<file path="src/rtl/ham_ser_dec.sv">
// ham_ser_dec: serial (17,12) even-parity Hamming decoder.
// Bits arrive LSB-first as codeword positions 1..17. A single-cycle CHECK
// state computes the syndrome and corrects single-bit errors. The result is
// then held until the consumer completes the out_valid/out_ready handshake.
module ham_ser_dec #(
    parameter int CNT_W = 8
) (
    input  logic             clk,
    input  logic             reset_n,
    input  logic             sin_valid,
    input  logic             sin_bit,
    output logic             sin_ready,
    input  logic             frame_clr,
    output logic             out_valid,
    input  logic             out_ready,
    output logic [11:0]      esti_bits,
    output logic [4:0]       syndrome,
    output logic             err_corr,
    output logic             err_uncorr,
    output logic [CNT_W-1:0] corr_cnt
);

    typedef enum logic [1:0] {
        RECV  = 2'd0,
        CHECK = 2'd1,
        HOLD  = 2'd2
    } state_t;

    state_t      r_state;
    state_t      w_next;
    logic [4:0]  r_cnt;
    logic [16:0] r_shift;
    logic        w_last;
    logic [4:0]  w_syn;
    logic        w_corr;
    logic        w_uncorr;
    logic [16:0] w_fixed;
    logic [11:0] w_info;

    // Pulls the 12 information bits out of codeword positions
    // 3,5,6,7,9..15,17. Bit index is position minus one.
    function automatic logic [11:0] extractInfo(input logic [16:0] cw);
        return {cw[16], cw[14], cw[13], cw[12], cw[11], cw[10],
                cw[9],  cw[8],  cw[6],  cw[5],  cw[4],  cw[2]};
    endfunction

    // The 17th accepted bit ends the frame. A concurrent frame_clr wins, so
    // that frame is discarded rather than checked.
    assign w_last = (r_state == RECV) && sin_valid && !frame_clr && (r_cnt == 5'd16);

    // State register.
    always_ff @(posedge clk or negedge reset_n) begin
        if (!reset_n) begin
            r_state <= RECV;
        end else begin
            r_state <= w_next;
        end
    end

    // Next-state logic and the handshake outputs decoded from the state.
    always_comb begin
        w_next    = r_state;
        sin_ready = 1'b0;
        out_valid = 1'b0;
        case (r_state)
            RECV: begin
                sin_ready = 1'b1;
                if (w_last) begin
                    w_next = CHECK;
                end
            end
            CHECK: begin
                w_next = HOLD;
            end
            HOLD: begin
                out_valid = 1'b1;
                if (out_ready) begin
                    w_next = RECV;
                end
            end
            default: begin
                w_next = RECV;
            end
        endcase
    end

    // Capture serial bits at the current position. frame_clr restarts the
    // frame and takes priority over a bit arriving on the same edge.
    always_ff @(posedge clk or negedge reset_n) begin
        if (!reset_n) begin
            r_cnt   <= 5'd0;
            r_shift <= 17'd0;
        end else if (r_state == RECV) begin
            if (frame_clr) begin
                r_cnt   <= 5'd0;
                r_shift <= 17'd0;
            end else if (sin_valid) begin
                r_shift[r_cnt] <= sin_bit;
                r_cnt          <= (r_cnt == 5'd16) ? 5'd0 : r_cnt + 5'd1;
            end
        end
    end

    // Syndrome: XOR of the position numbers of every received 1 bit. This
    // is equivalent to taking per-bit parity over each position group.
    always_comb begin
        w_syn = 5'd0;
        for (int k = 1; k <= 17; k++) begin
            if (r_shift[k-1]) begin
                w_syn = w_syn ^ 5'(k);
            end
        end
    end

    // Correction: syndromes 1..17 name the bad position, even when it holds
    // parity. Syndromes 18..31 cannot name a position, so the raw data passes.
    always_comb begin
        w_corr   = (w_syn != 5'd0) && (w_syn <= 5'd17);
        w_uncorr = (w_syn >= 5'd18);
        w_fixed  = r_shift;
        if (w_corr) begin
            w_fixed[w_syn - 5'd1] = ~r_shift[w_syn - 5'd1];
        end
        w_info = extractInfo(w_fixed);
    end

    // Register the decode results in CHECK and hold them until the next
    // CHECK. The corrected-frame counter saturates at all-ones.
    always_ff @(posedge clk or negedge reset_n) begin
        if (!reset_n) begin
            esti_bits  <= 12'd0;
            syndrome   <= 5'd0;
            err_corr   <= 1'b0;
            err_uncorr <= 1'b0;
            corr_cnt   <= '0;
        end else if (r_state == CHECK) begin
            esti_bits  <= w_info;
            syndrome   <= w_syn;
            err_corr   <= w_corr;
            err_uncorr <= w_uncorr;
            if (w_corr && (corr_cnt != {CNT_W{1'b1}})) begin
                corr_cnt <= corr_cnt + 1'b1;
            end
        end
    end

endmodule

</file>
<file path="config.mk">
export PLATFORM = sky130hd
export DESIGN_NAME = ham_ser_dec
export DESIGN_NICKNAME = d
export VERILOG_FILES = /design/src/rtl/ham_ser_dec.sv
export SDC_FILE = /design/constraint.sdc
export NUM_CORES = 1
export LEC_CHECK = 0
export CAP_MARGIN = 0
export CORE_ASPECT_RATIO = 0.8
export CORE_MARGIN = 10
export CORE_UTILIZATION = 45
export CTS_CLUSTER_DIAMETER = 80
export DETAILED_ROUTE_END_ITERATION = 8
export PLACE_DENSITY = 0.66
export RECOVER_POWER = 25
export SLEW_MARGIN = 20
export SYNTH_ARGS = -nofsm -noshare
export SYNTH_HDL_FRONTEND = slang
export SYNTH_SLANG_ARGS = --single-unit
</file>
<file path="constraint.sdc">
create_clock -name clk -period 3.9 [get_ports clk]
set_input_delay 0.39 -clock clk [delete_from_list [all_inputs] [get_ports clk]]
set_output_delay 0.39 -clock clk [all_outputs]
set_load 0.005 [all_outputs]
</file>
[Word level (Yosys, flattened, before mapping)]
Cells that the tools add are included.
Word-level totals
  bits of input ports: 6
  output and inout bits: 29
  register bits: 51
Cells by class
  mux-type cells: 36
  add/subtract/negate cells: 3
  bitwise gates (word level): 17
  equal/unequal tests: 6
  reduce and logical (&&, ||, !) cells: 14
  magnitude comparators: 6
Operators by type and width (count)
  $mux 17: 3
  $bwmux 17: 2
  $mux 4: 8
  $mux 5: 5
  $not 2->2: 7
  $lt 5x6->1 const B: 2
  $mux 3: 4
  $not 3->3: 4
  $demux 1 s5: 2
  $ge 5x1->1 const B: 2
  $add 8x1->8 const B: 1
  $mux 2: 4
  $ne 8x8->1 const B: 1
  $logic_and 1x1->1: 7
  $mux 1: 6
  $pmux 2 s3: 1
  $reduce_and 2->1: 3
  $add 5x1->5 const B: 1
  $bmux 1 s5: 1
  $eq 5x5->1 const B: 1
  $ge 5x5->1 const B: 1
  $le 5x5->1 const B: 1
  $reduce_bool 5->1: 1
  $sub 5x1->5 const B: 1
  other kinds (9): 13

[Depth between registers and ports, before layout]
Gate-level depths: netlist of run 1.
  word-level depth: 36
  depth in mapped cells: 14
  gate-level depth less buffers: 12

[Worst setup path before layout of run 1]
No wires, ideal clock.
  kind: reg-to-reg
  from: reg r_shift[12]
  to: reg esti_bits[3]
  buffers on the path: 1
  arrival: 3379 ps
  slack: 452 ps
  data required time: 3831 ps
  stages on the path, launching flop included: 12
  period minus slack after synthesis: 3448 ps
  cell sequence: dfrtp_1 > xor3_1 > xnor2_1 > xnor2_1 > ha_1 > clkbuf_1 > inv_1 > ha_1 > mux4_2 > nor2_1 > or4b_1 > nand3_1
Between the ends
  cells in the longest elaborated chain, start to end: 14
  elaborated cells between the ends (all ways): 22
RTL lines
  start: declaration: RTL line 32  | logic [16:0] r_shift;
  start signal: indexed assignment: RTL line 98  | r_shift[r_cnt] <= sin_bit;
  $mux 4 (*) (2 in series): RTL line 109  | if (r_shift[k-1]) begin
  $not 4->4 (no source line)
  $mux 4 (*): RTL line 109
  $mux 5 (*): RTL line 109
  $not 2->2 (no source line)
  $mux 5 (*): RTL line 109
  net w_syn[0]: RTL line 34  | logic [4:0] w_syn;
  $sub 5x1->5: RTL line 122  | w_fixed[w_syn - 5'd1] = ~r_shift[w_syn - 5'd1];
  $lt 5x6->1 (implied by the code) / $ge 5x1->1 (equally long branches): RTL line 122
  $logic_and 1x1->1 (implied by the code): RTL line 122
  $mux 1 (implied by the code): RTL line 122
  $demux 1 s5: RTL line 122
  $bwmux 17: RTL line 122
  $mux 17 (*): RTL line 121  | if (w_corr) begin
  end signal: assignment: RTL line 137  | esti_bits <= w_info;
  end: declaration: RTL line 16  | output logic [11:0] esti_bits,
Mark *: on every way through the listed nets, which the timed path passes. The rest lies on a longest branch. The select of a mux whose other input is x is not followed.
A chain may end at the register's enable or synchronous reset.

[Worst setup path after layout of run 1]
  from: reg r_shift[2]
  to: reg esti_bits[10]
Between the ends
  cells in the longest elaborated chain, start to end: 29
  elaborated cells between the ends (all ways): 39
RTL lines (RTL line)
  $mux 2: 109
  $mux 3: 109
  $not 2->2 (no source line)
  $mux 3 (2 in series): 109
  $not 3->3 (no source line)
  $mux 3: 109
  $mux 4: 109
  $not 2->2 (no source line)
  (+12 left out)
  $mux 5: 109
  $sub 5x1->5: 122
  $lt 5x6->1 (implied by the code) / $ge 5x1->1 (equally long branches): 122
  $logic_and 1x1->1 (implied by the code): 122
  $mux 1 (implied by the code): 122
  $demux 1 s5: 122
  $bwmux 17: 122
  $mux 17 (*): 121
Every way passes the cells marked *; elsewhere a longest branch is shown, timed or not. The select of a mux whose other input is x is not followed.

==> run metrics, run 1 <==
status=finished with violations; failing checks=capacitance limit, slew limit; starting DRC count in detailed routing=between 200 and 300; Avg WL per Cell=17.9 um; # port buffers=34; synthesized cell area=0.00324 mm^2; DR pass1 iterations=4; FMAX=298 MHz; clock period minus final worst setup slack=approximately 3400 ps; Compound-Gate Fraction of Synth Area=12.2%; DRC violations left=0; WP data arrival=about 3600 ps; flop2flop setup slack=550 ps; Slew Limit Fails=52; vias in the first global route=about 2400; Post-synth EDFFs=0; Root Buffer=clkbuf_8; Layout Skew=10.7 ps; GR Overflow Total=0; Seq/Total Area, Yosys=around 39%; Die H=about 96 um; area leader, netlist=dfrtp_1; area grow syn2layout=16.0%; cell types occupying the most area after synthesis=dfrtp_1, mux2i_1, xnor2_1; final setup fails=0; initial core utilization=46.7%; CP Class=flip-flop to flip-flop; CP Max Fanout=5; Cell Rows=27; Peak VDD IR=roughly 210 uV; Final Power=1.09 mW; CTS H-tree lvls=2; synthesized instance count=329; Core Region=0.00693 mm^2; fin cells=445; die area=0.0110 mm^2; All-Layer GR Usage=approximately 15%; WHS=486 ps; pwr dens=291 mW/mm^2; YS warnings=0; initial antenna violation count=0; post-cts resize count=0; Synth Area in Simple Gates=18.6%; largest net degree at the start of global routing=52; CTS Hold Buffers Added=0; R2R depth=8; Distinct cells, synth=57; Cells after DPL=437; ys flop type=dfrtp_1; FFs w/ async S/R, synth=100%; Post-Syn Nets=approximately 340; worst skew pair latency=310 ps; adder-cell share of the synthesized area=3.48%; CP startpoint kind=flip-flop; antenna-violating nets left=0; largest family of logic cells by synthesized area=simple AND/OR/NAND/NOR gates; Vias=2535; Final HPWL DP=5930 um; RSZ-0062 raised after global routing=false; final wirelength=7960 um; leakage power=between 1.5 and 2 nW; post-route cell area=between 0.003 and 0.004 mm^2; Die Wd=between 100 and 150 um; Setup crit end kind=flip-flop; Max Cap Viol=1; pre-CTS WS=around 600 ps; headroom to the max-slew limit=-81.0%; filler cell count=615; postcts setup bufs=0; Slew @ Worst Pin=~2700 ps; Finished Core Util=54.2%; Ports=35; Worst-path clk slew=100 ps; Synth Register Bits=between 50 and 60; CTS tree=yes; first-pass GRT wire length=13200 um; WP data required=4160 ps; CTS buffer count=5; Syn Area/Cell=9.83 um^2; share of layout cells above drive strength 1=just over 7%; Clock Sink Count=51; top-area cell type share of the netlist area=39.4%; ANT cells=0; WHS Path Cells=2; Final Wtd Congestion=0.950; Setup WS post-layout=545 ps; Post-DP Area=roughly 0.0036 mm^2; Via-to-Cell Ratio=5.70; Hold WC Path Type=flip-flop to flip-flop; deepest clock path buffer count=2; final worst-path cycle share=86.0%; post-synthesis mux area share=under 10%; Post-Synth XOR/XNOR Area=13.0%; nets=372; TNS Setup=0 ps; final hold violations=0
[metal layers]
layer,share of wire [%],vias to the layer above,track usage [%]
li1,-,1228,-
met1,48,1213,21.4
met2,41,84,20.5
met3,9.8,10,5.41
met4,1.2,0,4.01
met5,0,-,0
[cell type report]
class                   count  area [um^2]  share of cell area [%]
multi-input cells         248         1840                    48.9
flip-flops and latches     51         1280                    34.0
repair buffers             39          369                    9.83
well taps                  87          109                    2.90
clock buffers               6         82.6                    2.20
inverters                  12         45.0                    1.20
clock inverters             2         35.0                   0.933
[registers in the layout, indices dropped and copies added (netlist names)]
signal / flops
corr_cnt: 8
err_corr: 1
err_uncorr: 1
esti_bits: 12
r_cnt: 5
r_shift: 17
r_state: 2
syndrome: 5
[synthesized netlist by cell type, drive strengths merged, types with 4 or more instances]
master,count
nor3,6
ha,9
xnor2,21
and3,5
buf,4
nor2b,4
o21ai,20
xnor3,4
nand4,5
and2,4
a21oi,7
nand2,36
mux4,4
xor2,4
nand3,22
nand2b,5
xor3,4
nor2,24
inv,12
mux2i,19
dfrtp,51
o211ai,9
nor3b,4
clkbuf,14
[final timing paths]
check,to,from
worst max-delay path,esti_bits[10],r_shift[2]
worst min-delay path,err_uncorr,err_uncorr
worst max register to register,esti_bits[10],r_shift[2]
worst min register to register,err_uncorr,err_uncorr
max in group asynchronous,syndrome[1],reset_n
min in group asynchronous,r_shift[7],reset_n
[power breakdown]
part           internal, mW  leakage, nW  switching (mW)
Combinational        0.0621        0.905           0.105
Sequential            0.533        0.710         0.00599
Clock                 0.208       0.0612           0.178
Total                 0.802         1.68           0.290
[worst max-delay path, cell delays in order, from the launching register on]
cell,delay [ps]
dfrtp_1,450
xnor3_1,380
xnor2_1,440
xnor2_1,250
ha_1,490
mux4_2,580
or2_2,360
nor4_1,210
a211o_1,140
[cells in the final DEF (no fill, tap or decap), types with 9 or more instances in the layout]
cell / instances
nand3_1: 22
nor2_1: 24
dfrtp_1: 51
o21ai_0: 16
ha_1: 9
o211ai_1: 9
clkdlybuf4s50_1: 33
nand2_1: 36
xnor2_1: 19
mux2i_1: 18
inv_1: 12
[kinds of logic (layout without fill, tap and decap cells)]
family,count (synthesis),after routing
DFF,51,51
buffers and inverters,30,59
AOI/OAI and AO/OA,59,59
xor gates and xnor gates,33,33
adders and majority gates,9,9
and+or+nand+nor,122,122
muxes,25,25
Power figures use the tool's default switching activity.
==> run 2: changes to the inputs <==
- CAP_MARGIN: 0 -> 20
- PLACE_DENSITY: 0.66 -> 0.68
- clock period: 3.9 -> 2.75 ns (I/O delays scaled with it)
==> run metrics, run 2 (same netlist as run 1, synthesis figures left out) <==
status=finished with violations (unchanged); failing checks=setup timing (was capacitance limit, slew limit); pre-CTS WS=-412 ps (was 597 ps); Final Wtd Congestion=0.911 (was 0.950); CP Max Fanout=5 (unchanged); Setup WS post-layout=-323 ps (was 545 ps); Critical R2R Launch=r_shift[14] (was r_shift[2]); multi-input logic area=0.00205 mm^2 (was 0.00184 mm^2); Root Buffer=clkbuf_8 (unchanged); CP Class=flip-flop to flip-flop (unchanged); leakage power=1.99 nW (was 1.68 nW); ANT cells=0 (unchanged); Slew Limit Fails=0 (was 52); vias in the first global route=2783 (was 2443); share of layout cells above drive strength 1=28.5% (was 7.26%); starting DRC count in detailed routing=212 (was 256); registers with the most flip-flops=r_shift x17, esti_bits x12, corr_cnt x8 (unchanged); sequential share of power=47.5% (was 49.3%); largest net degree at the start of global routing=52 (unchanged); CP Buf/Inv Count=1 (was 0); antenna-violating nets left=0 (unchanged); RSZ-0062 raised after global routing=true (was false); final wirelength=8860 um (was 7960 um); CTS H-tree lvls=2 (unchanged); initial core utilization=46.7% (unchanged); Psw=466 uW (was 290 uW); Cells after DPL=489 (was 437); Core Region=0.00693 mm^2 (unchanged); headroom to the max-slew limit=14.6% (was -81.0%); critical-path cell list=xor3_1 -> xnor2_2 -> xnor2_1 -> ha_1 -> inv_4 -> ha_4 -> mux4_2 -> nor2_2 -> or4b_1 -> nand3_1 (was xnor3_1 -> xnor2_1 -> xnor2_1 -> ha_1 -> mux4_2 -> or2_2 -> nor4_1 -> a211o_1); clock period minus final worst setup slack=3070 ps (was 3350 ps); Sequential cell area=0.00128 mm^2 (unchanged); Post-DP Area=0.00407 mm^2 (was 0.00364 mm^2); Setup crit end kind=flip-flop (unchanged); fin cells=505 (was 445); Clock Sink Count=51 (unchanged); initial antenna violation count=0 (unchanged); CP startpoint kind=flip-flop (unchanged); CTS Hold Buffers Added=0 (unchanged); Crit path depth=10 (was 8); DRC violations left=0 (unchanged); WP data arrival=3320 ps (was 3620 ps); WP data required=3000 ps (was 4160 ps); Clock Power Share=25.7% (was 35.4%); reg2reg end=esti_bits[3] (was esti_bits[10]); total internal power=1.14 mW (was 802 uW); FMAX=325 MHz (was 298 MHz); Avg WL per Cell=17.5 um (was 17.9 um); GR Overflow Total=0 (unchanged); CP max-delay cell=mux4_2 (unchanged); final worst-path cycle share=112% (was 86.0%); Peak VDD IR=175 uV (was 214 uV); max reg flops=17 (unchanged); flop2flop setup slack=-320 ps (was 550 ps); most common cell after layout, fill and taps aside=buf_4 (was dfrtp_1); Vias=2784 (was 2535); Final Power=1.60 mW (was 1.09 mW); All-Layer GR Usage=16.5% (was 14.9%); Die H=95.8 um (unchanged); filler cell count=547 (was 615); CTS tree=yes (unchanged); die area=0.0110 mm^2 (unchanged); post-route cell area=0.00441 mm^2 (was 0.00375 mm^2); final setup fails=20 (was 0); WHS=325 ps (was 486 ps); Ports=35 (unchanged); first-pass GRT wire length=14800 um (was 13200 um); pwr dens=364 mW/mm^2 (was 291 mW/mm^2); worst skew pair latency=310 ps (about the same); deepest clock path buffer count=2 (unchanged); Cell Rows=27 (unchanged); area grow syn2layout=36.3% (was 16.0%); most flop-heavy register=r_shift (unchanged); crit-path leading delay family=XOR/XNOR gates (unchanged); CP peak stage delay=530 ps (was 580 ps); Hold WC Path Type=input pin to async pin (was flip-flop to flip-flop); final hold violations=0 (unchanged); Comb pwr share=26.8% (was 15.3%); # port buffers=34 (unchanged); Max Cap Viol=0 (was 1); DR pass1 iterations=4 (unchanged); Worst-path clk slew=90 ps (was 100 ps); nets=434 (was 372); Layout Skew=8.07 ps (was 10.7 ps); Die Wd=115 um (unchanged); Via-to-Cell Ratio=5.51 (was 5.70); Slew @ Worst Pin=1280 ps (was 2710 ps); sw frac=29.1% (was 26.5%); Final HPWL DP=6420 um (was 5930 um); most frequent cells in the layout=buf_4, dfrtp_1, nand2_1 (was dfrtp_1, nand2_1, clkdlybuf4s50_1); CTS buffer count=5 (unchanged); R2R depth=10 (was 8)
==> run 2: metrics by stage <==
stage	util (%)	TNS [ps]
floorplan	-	-2950
global placement	58.8	-3050
detailed placement	58.8	-4590
CTS	62.8	-2980
global route	63.7	-7530
finish	63.7	-4520
==> run 2: worst max path at each step <==
stage                     start             to  slack (ps)
finish              r_shift[14]   esti_bits[3]        -320
global route        r_shift[14]   esti_bits[9]        -480
CTS                 r_shift[12]   esti_bits[3]        -280
detailed placement  r_shift[14]   esti_bits[7]        -410
global placement     r_shift[2]  esti_bits[11]        -360
floorplan           r_shift[14]   esti_bits[3]        -420
==> run 2: timing repair <==
action | 4_1_cts | 5_1_grt
setup endpoints to repair | 20 | 21
cloned | 0 | 0
pin swaps | 16 | 3
resized for setup | 31 | 9
endpoints found under the hold margin | 0 | 0
buffers inserted | 7 | 3
==> run 2: per-layer routing <==
metal | vias up | track usage, % | routed length, um | part of all wire, %
li1 | 1348 | - | - | -
met1 | 1349 | 22.8 | 4170 | 47
met2 | 73 | 25.9 | 4070 | 46
met3 | 14 | 3.42 | 505 | 5.7
met4 | 0 | 4.01 | 111 | 1.3
met5 | - | 0 | 0 | 0
==> run 2: cell type report <==
type,count,share of cell area (%)
Multi-Input combinational cell,248,46.4
Tap cell,87,2.47
Sequential cell,51,28.9
Timing Repair Buffer,101,19.5
Clock buffer,6,1.64
Inverter,12,1.08
==> run 2: power by group through the flow <==
| stage | Combinational, mW | Clock (mW) | Sequential (mW) |
|---|---|---|---|
| after detailed placement | 0.335 | 0 | 0.777 |
| after global placement | 0.330 | 0 | 0.777 |
| after global routing | 0.459 | 0.448 | 0.764 |
| final | 0.429 | 0.412 | 0.763 |
| after CTS | 0.392 | 0.420 | 0.762 |
| after floorplan | 0.188 | 0 | 0.775 |
==> run 2: worst register-to-register path, stage by stage (launching register included) <==
cell and delay [ps]:
dfrtp_1 350, xor3_1 460, xnor2_2 160, xnor2_1 140
ha_1 350, inv_4 50, ha_4 290, mux4_2 540
nor2_2 120, or4b_1 460, nand3_1 100
